==> src/rtl/paced_output_queue.sv <==
// Small FIFO that presents each queued word on q for DWELL enabled cycles, pacing fast
// producer updates down to a human-readable rate for LEDs or segment displays.
module paced_output_queue #(
  parameter int unsigned N     = 4,
  parameter int unsigned DWELL = 12500000,
  parameter int unsigned DEPTH = 4
) (
  input  logic                       clk,
  input  logic                       reset,
  input  logic                       enb,
  input  logic [N-1:0]               d,
  input  logic                       d_valid,
  output logic                       d_ready,
  output logic [N-1:0]               q,
  output logic                       q_strobe,
  output logic                       busy,
  output logic [$clog2(DEPTH+1)-1:0] level
);

  localparam int unsigned LW = $clog2(DEPTH + 1);
  localparam int unsigned PW = (DEPTH > 1) ? $clog2(DEPTH) : 1;
  localparam int unsigned CW = (DWELL > 1) ? $clog2(DWELL) : 1;
  localparam logic [CW-1:0] CntLast = CW'(DWELL - 1);
  localparam logic [LW-1:0] LvlFull = LW'(DEPTH);

  typedef enum logic {StIdle, StHold} state_e;

  logic [N-1:0]  mem [DEPTH];
  logic [PW-1:0] wr_ptr;
  logic [PW-1:0] rd_ptr;
  logic [CW-1:0] cnt;
  state_e        state;
  logic          push;
  logic          pop;
  logic          dwell_done;

  // Readiness depends on registered level only, so a same-cycle pop never frees a full FIFO.
  assign d_ready    = !reset && (level < LvlFull);
  assign push       = d_valid && d_ready;
  assign dwell_done = (state == StIdle) || (cnt == CntLast);
  assign pop        = enb && (level != '0) && dwell_done;
  assign busy       = (state == StHold) || (level != '0);

  always_ff @(posedge clk) begin
    if (reset) begin
      wr_ptr   <= '0;
      rd_ptr   <= '0;
      level    <= '0;
      cnt      <= '0;
      state    <= StIdle;
      q        <= '0;
      q_strobe <= 1'b0;
    end else begin
      if (push) begin
        mem[wr_ptr] <= d;
        wr_ptr      <= wr_ptr + PW'(1);
      end

      if (push && !pop) begin
        level <= level + LW'(1);
      end else if (!push && pop) begin
        level <= level - LW'(1);
      end

      q_strobe <= 1'b0;
      if (enb) begin
        unique case (state)
          StIdle: begin
            if (level != '0) begin
              q        <= mem[rd_ptr];
              rd_ptr   <= rd_ptr + PW'(1);
              cnt      <= '0;
              q_strobe <= 1'b1;
              state    <= StHold;
            end
          end
          StHold: begin
            if (cnt != CntLast) begin
              cnt <= cnt + CW'(1);
            end else if (level != '0) begin
              // Back-to-back load keeps the output period exactly DWELL.
              q        <= mem[rd_ptr];
              rd_ptr   <= rd_ptr + PW'(1);
              cnt      <= '0;
              q_strobe <= 1'b1;
            end else begin
              cnt   <= '0;
              state <= StIdle;
            end
          end
          default: state <= StIdle;
        endcase
      end
    end
  end

endmodule

==> config.mk <==
export PLATFORM = sky130hd
export DESIGN_NAME = paced_output_queue
export DESIGN_NICKNAME = d
export VERILOG_FILES = /design/src/rtl/paced_output_queue.sv
export SDC_FILE = /design/constraint.sdc
export NUM_CORES = 1
export LEC_CHECK = 0
export BUFFER_PORTS_ARGS = -buffer_cell sky130_fd_sc_hd__buf_2
export CORE_MARGIN = 2
export CORE_UTILIZATION = 52
export CTS_CLUSTER_DIAMETER = 60
export CTS_CLUSTER_SIZE = 16
export DETAILED_ROUTE_END_ITERATION = 12
export PLACE_DENSITY = 0.79
export RECOVER_POWER = 100
export SYNTH_ARGS = -nofsm -noshare
export SYNTH_HDL_FRONTEND = slang
export SYNTH_SLANG_ARGS = --single-unit
export TNS_END_PERCENT = 100
==> constraint.sdc <==
create_clock -name clk -period 6.4 [get_ports clk]
set_input_delay 0.32 -clock clk [delete_from_list [all_inputs] [get_ports clk]]
set_output_delay 0.32 -clock clk [all_outputs]
set_load 0.1 [all_outputs]
==> run metrics <==
Worst Path Class, Setup reg -> reg; Port Buffers 17; Root Buffer clkbuf_8; clk_skew 0.00309 ns; Peak VDD IR ~0.21 mV; CORE AREA around 4600 sq um; Post-synth EDFFs 16; crit-path cells ha_1 -> nand4b_2 -> nor4_1 -> a21boi_0 -> or2_0 -> ha_1 -> inv_1 -> fa_1 -> xor2_1 -> or3_1 -> a21oi_1; Design Area, Final ~2600 sq um; final hold vios 0; Main synth FF type dfxtp_1; first-pass GRT wire length 7.27 mm; CTS Sinks 55; largest net degree at the start of global routing 18; WP data required approximately 6.7 ns; Area after DPL between 2000 and 3000 sq um; Die W 72.8 microns; vias per cell 5.62; # DRC 0; violated checks max-capacitance violations, max-slew violations; H-tree levels 2; area grow syn2layout 5.90%; Mean Syn Cell Area about 11 sq um; Post-CTS Resized 0; Post-DRT Antenna Nets 0; Comb pwr share 32.2%; status finished with violations; gpl congestion just over 0.8; Netlist Area Pre-Place about 2500 sq um; Syn Inst Count approximately 230; number of max-cap violations 1; startpoint types flip-flop; grt ovf 0; Starting Density a little over half; Post-synth ARST share 0%; final net count between 200 and 300; Crit-path slowest cell a21boi_0; Pre-Repair DR Iteration Count 4; clock network power share roughly a fifth; layout cells sized above 1 10.2%; period utilization between 50% and 60%; Setup Buffers After CTS 0; I/O pins 18; Ys Warns 0; Ant. Diodes 0; Post-Route WL around 4.3 mm; slew margin rel. -38.5%; cell area power density roughly 350 nW/um^2; crit end category flip-flop; vias around 1700; Netlist cell types between 40 and 50; min Tclk post-route around 3.5 ns; Int Power roughly 530 uW; final non-filler cell total just under 300; CTS tree yes; vias in the first global route 1571; Leak ~0.00095 uW; Critical Path Max Stage Delay ~0.94 ns; Synth top area share approximately a third; cell family with most CP delay compound AO/OA/AOI/OAI gates; pre-CTS WS 3.45 ns; min setup slack post-route around 2.9 ns; initial antenna violation count 0; Fin Setup TNS 0 ns; sequential element share of the synthesized area roughly half; Post-Syn Nets approximately 240; Reg clk slew, reported paths 0.10 ns; Routed WL per cell around 14 microns; Worst Hold Class in -> reg; GRT Overall Usage 17.8%; latest clock arrival within the worst-skew pair 0.31 ns; flops & latches, synth 55; cts bufs inserted 5; final slew viol count 11; net switching power 370 uW; f_max roughly 280 MHz; DIE AREA roughly 5300 sq um; placed insts between 200 and 300; fillcell total between 400 and 500; Net Sw Frac about two fifths; critical path peak fanout 13; Slew @ Worst Pin between 2 and 2.5 ns; Hold Buf Count CTS 0; most frequent CP cell ha_1; sequential share of power 46.7%; Crit path buffers/inverters 1; largest area contributor in the netlist dfxtp_1; HPWL Detailed about 3.1 mm; CP arrival ~3.8 ns; Max clock buf depth 2; Core Rows 25; Area contributors post-synth dfxtp_1 (32%), edfxtp_1 (20%), xor2_1 (6.1%); unrepaired setup endpoints after global routing no; 1st-iter DRT viols 64; endpoints failing setup 0; Die Y 72.8 microns
-- state kept, by name, summed over array words and instances, names as in the netlist, named ones only --
register	count
cnt	24
rd_ptr	2
q_strobe	1
wr_ptr	2
level	3
mem	16
state	1
q	4
-- stage by stage --
step | util [%] | total power, uW | hold slack [ns]
floorplan | - | 685 | 0.389
global placement | 55.6 | 727 | 0.471
detailed placement | 55.6 | 733 | 0.472
CTS | 57.5 | 922 | 0.221
global route | 56.3 | 945 | 0.285
finish | 56.3 | 899 | 0.282
-- synth_stat cells (all sizes together), types with 2 or more instances --
cell    count
dfxtp      39
nor2       32
nand2      20
xor2       17
edfxtp     16
nand3      10
nand4       8
and3        7
ha          6
inv         6
nor3        6
nor4        6
xnor2       6
a21oi       5
buf         5
a31o        4
mux4        4
clkbuf      3
o21ai       3
o31ai       3
or2         2
or3         2
or4         2
-- cells in the final DEF, fill, tap and decap left out, drive strengths merged, types with 4 or more instances in the layout --
cell type,n
dfxtp,39
nor2,32
nand2,20
clkbuf,20
xor2,17
edfxtp,16
nand3,10
nand4,8
and3,7
inv,7
xnor2,6
ha,6
nor3,6
nor4,6
a21oi,5
mux4,4
a31o,4
-- cell families after synthesis --
kind of cell               after synthesis  synth area share [%]
muxes                                    5                  4.07
buffers and inverters                   15                  2.85
and+or+nand+nor                         99                  22.3
xor gates and xnor gates                23                  8.19
DFF                                     55                  51.3
adders and majority gates                7                  3.87
AOI/OAI and AO/OA                       22                  7.43
-- layout make-up --
class,instances,area [sq um],area share [%]
tap,54,67.6,2.59
multi-input combinational,156,1090,41.9
sequential,55,1260,48.4
inverter,7,26.3,1.01
timing repair buffer,18,71.3,2.74
clock inverter,3,18.8,0.720
clock buffer,5,68.8,2.64
-- routing by layer --
| metal | share of wire [%] | global-route usage (%) |
|---|---|---|
| met1 | 47 | 23.7 |
| met2 | 48 | 28.6 |
| met3 | 3.2 | 3.87 |
| met4 | 1.3 | 6.38 |
| met5 | 0 | 0 |
-- power groups by stage --
| stage | Sequential, uW | Clock (uW) | Combinational (uW) |
|---|---|---|---|
| after floorplan | 526 | 0 | 159 |
| final | 420 | 190 | 289 |
| after global placement | 432 | 0 | 295 |
| after detailed placement | 433 | 0 | 301 |
| after CTS | 424 | 196 | 302 |
| after global routing | 427 | 209 | 308 |
-- path summary, 6_finish.rpt --
kind	slack [ns]	from	to	cells after the start
max	2.86	cnt[0]	level[2]	11
min	0.28	d[3]	mem[1][3]	1
max reg2reg	2.86	cnt[0]	level[2]	11
min reg2reg	0.49	rd_ptr[1]	flip-flop	2
No activity file was read; power rests on OpenSTA's default activity.
